`config.mk`:
```
export PLATFORM = sky130hd
export DESIGN_NAME = bit_serial_alu_seq
export DESIGN_NICKNAME = d
export VERILOG_FILES = /design/src/rtl/alu_pkg.sv /design/src/rtl/bit_alu_wo_flag.sv /design/src/rtl/bit_serial_alu_seq.sv
export SDC_FILE = /design/constraint.sdc
export NUM_CORES = 1
export LEC_CHECK = 0
export BUFFER_PORTS_ARGS = -buffer_cell sky130_fd_sc_hd__buf_4
export CAP_MARGIN = 20
export CORE_MARGIN = 4
export CORE_UTILIZATION = 45
export DETAILED_ROUTE_END_ITERATION = 10
export PLACE_DENSITY = 0.68
export SETUP_SLACK_MARGIN = 0.05
export SYNTH_ARGS = -nofsm -noshare
export SYNTH_HDL_FRONTEND = slang
export SYNTH_HIERARCHICAL = 1
export SYNTH_SLANG_ARGS = --single-unit
```
`constraint.sdc`:
```
create_clock -name clk -period 5.95 [get_ports clk]
set_input_delay 0 -clock clk [delete_from_list [all_inputs] [get_ports clk]]
set_output_delay 0 -clock clk [all_outputs]
set_load 0.01 [all_outputs]
```
`src/rtl/alu_pkg.sv`:
```
// Shared types for the bit-serial ALU: op codes, sequencer states and flag bundle.
package alu_pkg;

  typedef enum logic [2:0] {
    PASS_B = 3'b000,
    ADD    = 3'b010,
    SUB    = 3'b011,
    AND    = 3'b100,
    ORN    = 3'b101,
    XOR    = 3'b110
  } alu_op_e;

  typedef enum logic [1:0] {
    IDLE,
    RUN,
    DONE
  } state_e;

  typedef struct packed {
    logic n;
    logic z;
    logic c;
    logic v;
  } alu_flags_t;

  function automatic logic is_arith(input logic [2:0] op);
    return (op == ADD) || (op == SUB);
  endfunction

endpackage

```
`src/rtl/bit_alu_wo_flag.sv`:
```
// One-bit ALU cell: result bit and carry-out only; flags are built by the sequencer.
module bit_alu_wo_flag
  import alu_pkg::*;
(
  input  logic [2:0] op_i,
  input  logic       a_i,
  input  logic       b_i,
  input  logic       c_i,
  output logic       r_o,
  output logic       c_o
);

  always_comb begin
    r_o = 1'b0;
    c_o = 1'b0;
    case (op_i)
      PASS_B: r_o = b_i;
      // SUB arrives with b already inverted and carry seeded to 1, so it is an add here
      ADD, SUB: begin
        r_o = a_i ^ b_i ^ c_i;
        c_o = (a_i & b_i) | (a_i & c_i) | (b_i & c_i);
      end
      AND:     r_o = a_i & b_i;
      ORN:     r_o = a_i | ~b_i;
      XOR:     r_o = a_i ^ b_i;
      default: r_o = 1'b0;
    endcase
  end

endmodule

```
`src/rtl/bit_serial_alu_seq.sv`:
```
// Bit-serial ALU sequencer: feeds the 1-bit cell LSB-first for WIDTH cycles,
// assembles the result and derives N/Z/C/V, with valid/ready on both sides.
module bit_serial_alu_seq
  import alu_pkg::*;
#(
  parameter int WIDTH = 64
) (
  input  logic             clk,
  input  logic             rst_n,
  input  logic             in_valid,
  output logic             in_ready,
  input  logic [2:0]       op,
  input  logic [WIDTH-1:0] a,
  input  logic [WIDTH-1:0] b,
  output logic             out_valid,
  input  logic             out_ready,
  output logic [WIDTH-1:0] result,
  output logic             flag_n,
  output logic             flag_z,
  output logic             flag_c,
  output logic             flag_v,
  output logic             busy
);

  localparam int CNT_W = $clog2(WIDTH);
  localparam logic [CNT_W-1:0] LAST = CNT_W'(WIDTH - 1);

  state_e           state_q, state_d;
  logic [WIDTH-1:0] a_q, a_d;
  logic [WIDTH-1:0] b_q, b_d;
  logic [WIDTH-1:0] result_q, result_d;
  logic [2:0]       op_q, op_d;
  logic             carry_q, carry_d;
  logic [CNT_W-1:0] cnt_q, cnt_d;
  alu_flags_t       flags_q, flags_d;

  logic cell_r;
  logic cell_c;
  logic carry_msb;

  bit_alu_wo_flag u_cell (
    .op_i (op_q),
    .a_i  (a_q[0]),
    .b_i  (b_q[0]),
    .c_i  (carry_q),
    .r_o  (cell_r),
    .c_o  (cell_c)
  );

  // On the last bit the carry register holds the carry into the MSB
  assign carry_msb = carry_q;

  always_comb begin
    state_d  = state_q;
    a_d      = a_q;
    b_d      = b_q;
    result_d = result_q;
    op_d     = op_q;
    carry_d  = carry_q;
    cnt_d    = cnt_q;
    flags_d  = flags_q;
    case (state_q)
      IDLE: begin
        if (in_valid) begin
          a_d     = a;
          b_d     = (op == SUB) ? ~b : b;
          op_d    = op;
          carry_d = (op == SUB);
          cnt_d   = '0;
          state_d = RUN;
        end
      end
      RUN: begin
        a_d      = a_q >> 1;
        b_d      = b_q >> 1;
        result_d = {cell_r, result_q[WIDTH-1:1]};
        carry_d  = cell_c;
        cnt_d    = cnt_q + CNT_W'(1);
        if (cnt_q == LAST) begin
          state_d   = DONE;
          flags_d.n = cell_r;
          flags_d.z = ~|result_d;
          flags_d.c = is_arith(op_q) & cell_c;
          flags_d.v = is_arith(op_q) & (carry_msb ^ cell_c);
        end
      end
      DONE: begin
        if (out_ready) state_d = IDLE;
      end
      default: state_d = IDLE;
    endcase
  end

  always_ff @(posedge clk or negedge rst_n) begin
    if (!rst_n) begin
      state_q  <= IDLE;
      a_q      <= '0;
      b_q      <= '0;
      result_q <= '0;
      op_q     <= '0;
      carry_q  <= 1'b0;
      cnt_q    <= '0;
      flags_q  <= '0;
    end else begin
      state_q  <= state_d;
      a_q      <= a_d;
      b_q      <= b_d;
      result_q <= result_d;
      op_q     <= op_d;
      carry_q  <= carry_d;
      cnt_q    <= cnt_d;
      flags_q  <= flags_d;
    end
  end

  assign in_ready  = (state_q == IDLE);
  assign busy      = (state_q == RUN);
  assign out_valid = (state_q == DONE);
  assign result    = result_q;
  assign flag_n    = flags_q.n;
  assign flag_z    = flags_q.z;
  assign flag_c    = flags_q.c;
  assign flag_v    = flags_q.v;

endmodule
```
==> metrics.md, run 1 <==
| Metric | Value |
|---|---|
| Count of cell types in the netlist | 41 |
| Reg2reg path depth | 6 |
| Routed len/inst | 16.0 µm |
| Crit start category | register |
| Sequential area share after synthesis | 57.2% |
| Drt via density | 5.15 |
| DR pass1 iterations | 5 |
| Post-DP Area | 10700 µm² |
| Detailed Place HPWL | 14400 µm |
| Clk pwr share | 26.5% |
| Synth Register Bits | 208 |
| Worst-Margin Slew | 1.02 ns |
| Synth Net Count | 1077 |
| WHS Path Cells | 4 |
| Critical Path Fanout Max | 77 |
| Yosys Warn Count | 6 |
| Synthesis-to-layout area growth | 41.9% |
| Vias in the first global route | 7798 |
| Post-CTS setup buffers | 0 |
| Inst Count DP | 1352 |
| Peak Freq | 350 MHz |
| Pin count of the biggest net entering global routing | 131 |
| IO buf count | 205 |
| Initial Util | 46.3% |
| GRT Total Usage | 21.5% |
| PD cells | 410 nW/µm² |
| Net Switching | 1.70 mW |
| WP data arrival | 3.27 ns |
| Setup CP Type | reg2reg |
| Hold_buf cts | 134 |
| Hold Startpoint | a[63] |
| Hold Crit Endpoint | a_q[63] |
| Global-route wire length before repair | 39700 µm |
| Synth async-reset ratio | 100% |
| Worst-skew pair later-pin latency | 0.50 ns |
| # rows | 51 |
| RR Endpoint | b_q[62] |
| Int Power | 3.59 mW |
| CTS Buf Count | 22 |
| Cell area after synthesis | 9100 µm² |
| Largest area contributor in the netlist | dfrtp_1 |
| Root buffer cell | clkbuf_16 |
| # setup viols final | 0 |
| Launch point of the worst reg-to-reg path | state_q[1] |
| Clk_skew | 0.00750 ns |
| Top post-synthesis cells by count | nand2_1 (282), dfrtp_1 (208), a22oi_1 (99), o21ai_1 (70), xor2_1 (64) |
| Combinational share of power | 28.2% |
| EDFF count, synth | 0 |
| Core area | 19700 µm² |
| Switching share of total power | 32.2% |
| Lkg Pwr | 6.23 nW |
| Share of cells above drive strength 1 | 20.6% |
| H-tree depth | 1 |
| Initial antenna violation count | 1 |
| Period utilisation layout | 48.1% |
| Seq pwr share | 45.3% |
| # DRC | 0 |
| Sink Count | 208 |
| Fin. Hold Viols | 0 |
| Routability cong. | 0.765 |
| Vias | 7878 |
| Die height | 150 µm |
| Routed Antenna Nets | 0 |
| Reg clk slew, reported paths | 0.06 ns |
| Overflow after GRT | 0 |
| CTS resizes | 0 |
| Synth top area share | 57.2% |
| Class of the worst hold path | in2reg |
| DR iter-0 viols | 536 |
| Post-layout min period | 2.86 ns |
| Maximum vdd drop | 206 µV |
| CTS Buffer Depth | 3 |
| Layout Nets | 1387 |
| Die footprint | 22600 µm² |
| Top FF cell, synth | dfrtp_1 |
| Crit path required time | 6.36 ns |
| Setup Total Neg Slack | 0 ns |
| Final Cell Area | 12900 µm² |
| Top cells by area, synth | dfrtp_1 (57%), nand2_1 (12%), a22oi_1 (8.2%) |
| CTS tree | done |
| Reg2reg setup slack | 3.09 ns |
| Max cap viols | 0 |
| Mean Syn Cell Area | 9.70 µm² |
| Final wirelength | 24500 µm |
| Die Span X | 150 µm |
| Io pins | 206 |
| Pins over their slew limit | 0 |
| Total power draw | 5.30 mW |
| Slew HR | 32.0% |
| Outcome | complete, no violations |
| Unrepaired setup endpoints after global routing | false |
| Setup crit end kind | register |
| Cell with the most instances after synthesis | nand2_1 |
| Syn Inst Count | 938 |
| Finished Layout Cells | 1529 |
## power by group through the flow
stage	logic [mW]	registers, mW	clock network, mW
2_1_floorplan	0.902	2.36	0
3_3_place_gp	1.38	2.40	0
3_5_place_dp	1.43	2.41	0
4_1_cts	1.50	2.40	1.44
5_1_grt	1.70	2.48	1.50
6_report	1.49	2.40	1.41
## worst max-delay path: stages, from the launching register on
cell      delay [ns]
dfrtp_1         0.43
nand2b_4        0.43
inv_4           0.37
nor2_4          0.76
buf_4           0.51
a22oi_1         0.12
o21ai_1         0.12
## through the flow
stage | hold WS [ns] | utilization [%] | setup WS [ns]
2_1_floorplan | -0.296 | - | 3.96
3_3_place_gp | 0.201 | 54.7 | 3.12
3_5_place_dp | 0.206 | 54.7 | 3.09
4_1_cts | 0.231 | 65.3 | 3.05
5_1_grt | 0.258 | 65.7 | 2.81
6_report | 0.256 | 65.7 | 3.09
## logic make-up (layout without fill, tap and decap cells)
logic type,count (synthesis),count (layout),share of synthesized area [%]
other,0,2,0
flip-flops,208,208,57.2
adder cells (fa/ha/maj),4,4,0.633
buffers and inverters,70,394,3.69
AO/OA/AOI/OAI,204,204,14.6
multiplexers,5,5,0.605
AND/OR/NAND/NOR,382,382,17.1
XOR/XNOR,65,65,6.26
## worst max path at each step
stage	start	end	slack (ns)	cells past startpoint
2_1_floorplan	a_q[0]	flag_z	3.96	8
3_3_place_gp	state_q[1]	b_q[11]	3.12	6
3_5_place_dp	state_q[1]	b_q[59]	3.09	6
4_1_cts	state_q[1]	b_q[59]	3.05	6
5_1_grt	state_q[1]	b_q[0]	2.81	6
6_report	state_q[1]	b_q[62]	3.09	6
## metal layers
| layer | share of wire (%) | global-route usage (%) | up-vias |
|---|---|---|---|
| met5 | 0 | 0 | - |
| met4 | 2.4 | 5.54 | 0 |
| met3 | 6.2 | 3.97 | 44 |
| met2 | 49 | 35.9 | 251 |
| met1 | 42 | 29.3 | 3771 |
| li1 | - | - | 3812 |
## flip-flops by register name (all words and copies together), names as in the netlist
name	cells
flag_z	1
flag_v	1
a_q	64
op_q	3
state_q	2
b_q	64
flag_c	1
cnt_q	6
result	64
flag_n	1
carry_msb	1
## cell type report
| cell class | count | area, µm² |
|---|---|---|
| inverter | 6 | 25.0 |
| clock buffer | 30 | 662 |
| tap | 265 | 332 |
| fill | 1550 | 6740 |
| antenna | 2 | 5.00 |
| clock inverter | 8 | 90.1 |
| sequential | 208 | 5200 |
| timing repair buffer | 350 | 3010 |
| multi-input combinational | 660 | 3580 |
## layout by cell type (no fill, tap or decap), types with 3 or more instances in the layout
cell type,instances
a22oi_1,99
buf_4,212
clkbuf_16,23
clkbuf_8,7
clkinv_2,6
dfrtp_1,208
dlygate4sd3_1,135
ha_1,3
inv_1,5
mux2_1,4
nand2_1,282
nand3_1,4
nand4_1,5
nor2_1,60
nor4_1,17
o21ai_1,70
o22ai_1,27
xor2_1,64
Power figures use the tool's default switching activity.
==> run 2: changes to the inputs <==
- PLACE_DENSITY: 0.68 -> 0.71
- clock period: 5.95 -> 2.5 ns (I/O delays scaled with it)
==> metrics.md, run 2 (synthesized netlist as in run 1, its figures left out) <==
| Metric | Value |
|---|---|
| Outcome | complete, no violations |
| Post-DP Area | 10800 µm² |
| CTS Buf Count | 22 |
| PD cells | 992 nW/µm² |
| Reg2reg path depth | 8 |
| Final hold slack | 0.0412 ns |
| Most frequent cells in the layout | nand2_1 (282), buf_4 (220), dfrtp_1 (208) |
| Launch point of the worst reg-to-reg path | b_q[0] |
| Initial antenna violation count | 2 |
| CP bufs+invs | 1 |
| Final Cell Area | 13000 µm² |
| Routability cong. | 0.804 |
| Pins over their slew limit | 0 |
| Fin. Hold Viols | 0 |
| CP dominant cell by count | nor4_1 |
| Critical Path Fanout Max | 4 |
| Commonest non-fill, non-tap cell in the layout | nand2_1 |
| Worst-skew pair later-pin latency | 0.50 ns |
| Slew HR | 54.8% |
| GRT Total Usage | 21.6% |
| Post-CTS setup buffers | 0 |
| Vias in the first global route | 7891 |
| Drt via density | 5.17 |
| IO buf count | 205 |
| Layout Nets | 1393 |
| Setup CP Type | reg2reg |
| # setup viols final | 0 |
| Sink Count | 208 |
| Cell family with most CP delay | simple AND/OR/NAND/NOR gates |
| CTS resizes | 0 |
| Vias | 7957 |
| Global-route wire length before repair | 39700 µm |
| Pin count of the biggest net entering global routing | 67 |
| Die Span X | 150 µm |
| RR Endpoint | flag_z |
| Setup Total Neg Slack | 0 ns |
| Hold_buf cts | 133 |
| Initial Util | 46.3% |
| Peak Freq | 454 MHz |
| DR pass1 iterations | 5 |
| Maximum vdd drop | 649 µV |
| Period utilisation layout | 88.1% |
| Total power draw | 12.9 mW |
| Reg clk slew, reported paths | 0.06 ns |
| Max cap viols | 0 |
| Final wirelength | 24800 µm |
| Die height | 150 µm |
| # DRC | 0 |
| Synthesis-to-layout area growth | 43.0% |
| # rows | 51 |
| Inst Count DP | 1362 |
| CTS Buffer Depth | 3 |
| Crit path required time | 2.93 ns |
| Core area | 19700 µm² |
| Overflow after GRT | 0 |
| Setup crit end kind | register |
| DR iter-0 viols | 471 |
| Io pins | 206 |
| Unrepaired setup endpoints after global routing | false |
| Reg2reg setup slack | 0.30 ns |
| CTS tree | done |
| H-tree depth | 1 |
| Class of the worst hold path | in2async |
| Cell chain of the critical path | inv_1, fa_1, nor2_1, o32a_2, nor4_1, nand4_1, nor4_1, mux2_1 |
| Crit start category | register |
| Critical Path Slowest Stage Cell | fa_1 |
| Worst-Margin Slew | 0.675 ns |
| Routed len/inst | 16.1 µm |
| WP data arrival | 2.63 ns |
| Share of cells above drive strength 1 | 21.0% |
| Clk_skew | 0.0124 ns |
| Root buffer cell | clkbuf_16 |
| Lkg Pwr | 6.28 nW |
| Slowest Stage Delay on Critical Path | 0.51 ns |
| Detailed Place HPWL | 14700 µm |
| Routed Antenna Nets | 0 |
| Finished Layout Cells | 1539 |
| Post-layout min period | 2.20 ns |
| Die footprint | 22600 µm² |
## run 2: cell count changes in the layout (fill, tap and decap cells not counted), moves of 3 or more
cell | previous run | this run
bufinv_16 | 2 | 5
buf_4 | 212 | 220
clkinv_2 | 6 | 2
clkbuf_8 | 7 | 4
clkbuf_1 | 1 | 4
## run 2: area by class of cell
class | count | area (µm²)
fill | 1534 | 6650
sequential | 208 | 5200
multi-input combinational | 660 | 3580
timing repair buffer | 356 | 3040
clock buffer | 30 | 632
tap | 265 | 332
clock inverter | 10 | 189
inverter | 6 | 25.0
antenna | 4 | 10.0
## run 2: where the power goes
part / switching [mW] / internal [mW]
Sequential: 0.963 / 4.72
Combinational: 1.79 / 1.80
Clock: 1.33 / 2.30
Total: 4.08 / 8.82
## run 2: how the worst max path moves through the flow
stage	end	depth (start not counted)	startpoint	slack (ns)
detailed placement	flag_z	8	a_q[0]	0.31
global route	flag_z	8	a_q[0]	0.09
CTS	flag_z	8	a_q[0]	0.29
global placement	flag_z	8	a_q[0]	0.44
floorplan	flag_z	8	a_q[0]	0.51
finish	flag_z	8	b_q[0]	0.30
## run 2: per-stage QoR
| stage | util, % | setup WS (ns) |
|---|---|---|
| after global routing | 66.2 | 0.0928 |
| after global placement | 55.2 | 0.435 |
| after CTS | 66.1 | 0.293 |
| after detailed placement | 55.2 | 0.314 |
| final | 66.2 | 0.297 |
| after floorplan | - | 0.514 |
## run 2: per-layer routing
metal / vias up / wire length [µm] / GRT usage [%] / part of all wire (%)
met5: - / 0 / 0 / 0
li1: 3833 / - / - / -
met2: 250 / 12400 / 36.9 / 50
met1: 3823 / 10200 / 28.0 / 41
met3: 51 / 1560 / 4.18 / 6.3
met4: 0 / 646 / 6.72 / 2.6
==> run 3: changes to the inputs <==
==> constraint.sdc (replaced) <==
create_clock -name clk -period 2.5 [get_ports clk]
set_input_delay 0.75 -clock clk [delete_from_list [all_inputs] [get_ports clk]]
set_output_delay 0.75 -clock clk [all_outputs]
set_load 0.01 [all_outputs]
==> metrics.md, run 3 (synthesized netlist as in run 1, its figures left out) <==
| Metric | Value |
|---|---|
| Layout Utilization | 59.3% |
| Clk pwr share | 25.7% |
| Net Switching | 3.95 mW |
| Unrepaired setup endpoints after global routing | false |
| Overflow after GRT | 0 |
| Setup Total Neg Slack | 0 ns |
| WP data arrival | 1.49 ns |
| Max cap viols | 0 |
| Maximum vdd drop | 490 µV |
| Pin count of the biggest net entering global routing | 102 |
| Routability cong. | 0.794 |
| # rows | 51 |
| Die footprint | 22600 µm² |
| Final Cell Area | 11600 µm² |
| Post-DP Area | 10900 µm² |
| Cell family with most CP delay | flip-flops |
| Final hold slack | 0.182 ns |
| Period utilisation layout | 89.6% |
| Vias | 7302 |
| Peak Freq | 447 MHz |
| Initial antenna violation count | 0 |
| Io pins | 206 |
| Lkg Pwr | 5.71 nW |
| Combinational share of power | 27.8% |
| PD cells | 1050 nW/µm² |
| CTS tree | done |
| Final wirelength | 22000 µm |
| Outcome | complete, no violations |
| Most frequent cells in the layout | nand2_1 (282), buf_4 (218), dfrtp_1 (207) |
| Pins over their slew limit | 0 |
| Layout Nets | 1266 |
| Commonest non-fill, non-tap cell in the layout | nand2_1 |
| Routed Antenna Nets | 0 |
| Critical Path Fanout Max | 6 |
| Die Span X | 150 µm |
| Clk_skew | 0.00618 ns |
| # DRC | 0 |
| Slew HR | 56.3% |
| CTS Buf Count | 23 |
| Slowest Stage Delay on Critical Path | 0.48 ns |
| H-tree depth | 1 |
| Seq pwr share | 46.4% |
| Total power draw | 12.3 mW |
| DR pass1 iterations | 5 |
| Crit start category | register |
| Post-layout min period | 2.24 ns |
| Critical Path Slowest Stage Cell | dfrtp_1 |
| CP bufs+invs | 2 |
| Sink Count | 208 |
| Switching share of total power | 32.1% |
| Multi-input gate area | 3590 µm² |
| Root buffer cell | clkbuf_16 |
| Share of cells above drive strength 1 | 23.2% |
| Routed len/inst | 15.7 µm |
| Initial Util | 46.3% |
| Setup CP Type | reg2out |
| Synthesis-to-layout area growth | 28.0% |
| Ant. Diodes | 0 |
| DR iter-0 viols | 497 |
| Cell chain of the critical path | nand2b_4, inv_4, buf_4 |
| Register Area | 5210 µm² |
| # setup viols final | 0 |
| IO buf count | 205 |
| Vias in the first global route | 7082 |
| Crit path from | state_q[1] |
| Class of the worst hold path | in2async |
| Fin. Hold Viols | 0 |
| Launch point of the worst reg-to-reg path | b_q[0] |
| GRT Total Usage | 19.2% |
| Core area | 19700 µm² |
| Reg clk slew, reported paths | 0.06 ns |
| Global-route wire length before repair | 35700 µm |
| Filler cells | 1752 |
| Int Power | 8.33 mW |
| Hold_buf cts | 0 |
| Drt via density | 5.20 |
| Detailed Place HPWL | 14800 µm |
| CTS Buffer Depth | 3 |
| Crit path required time | 1.75 ns |
| Die height | 150 µm |
| Worst-skew pair later-pin latency | 0.49 ns |
| Setup crit end kind | output pin |
| Worst-Margin Slew | 0.652 ns |
run 3: cell types whose count changed in the layout (fill, tap and decap cells not counted), sizes merged:
cell | previous run | this run
nand2b | 1 | 2
bufinv | 5 | 2
inv | 7 | 6
clkinv | 4 | 1
clkbuf | 31 | 34
dlygate4sd3 | 133 | 0
diode | 4 | 0
buf | 222 | 226
run 3: timing repair:
item,in CTS,in global routing
buffers inserted,0,4
gates resized for setup,0,1
endpoints found under the setup margin,0,1
run 3: path summary, 6_finish.rpt:
kind	endpoint	slack, ns	cells after the start
min reg2reg	a_q[28]	0.47	2
max reg2reg	flag_z	0.30	8
max	busy	0.26	3
min in group clk	a_q[63]	0.45	3
min	result[20]	0.18	1
max in group asynchronous	state_q[0]	1.61	2
run 3: final cells by class:
class,count,share of cell area (%)
Tap cell,265,2.85
Multi-Input combinational cell,661,30.8
Timing Repair Buffer,227,15.5
Sequential cell,208,44.7
Clock inverter,3,0.558
Inverter,6,0.215
Clock buffer,33,5.35
run 3: routing by layer:
metal / GRT usage [%] / vias up / part of all wire [%]
li1: - / 3564 / -
met1: 28.0 / 3493 / 46
met2: 30.4 / 222 / 46
met3: 3.73 / 23 / 6.5
met4: 3.29 / 0 / 1.5
met5: 1.14 / - / 0
run 3: per-stage QoR:
step / cells / worst slack [ns]
floorplan: 938 / 0.514
global placement: 1362 / 0.416
detailed placement: 1362 / 0.325
CTS: 1398 / 0.0844
global route: 1403 / 0.159
finish: 1403 / 0.261
run 3: power by group through the flow:
stage	Combinational [mW]	Sequential [mW]	Clock (mW)
after global placement	3.35	5.69	0
after detailed placement	3.46	5.74	0
after global routing	3.91	5.88	3.40
after floorplan	2.15	5.61	0
after CTS	3.46	5.70	3.26
final	3.42	5.70	3.16
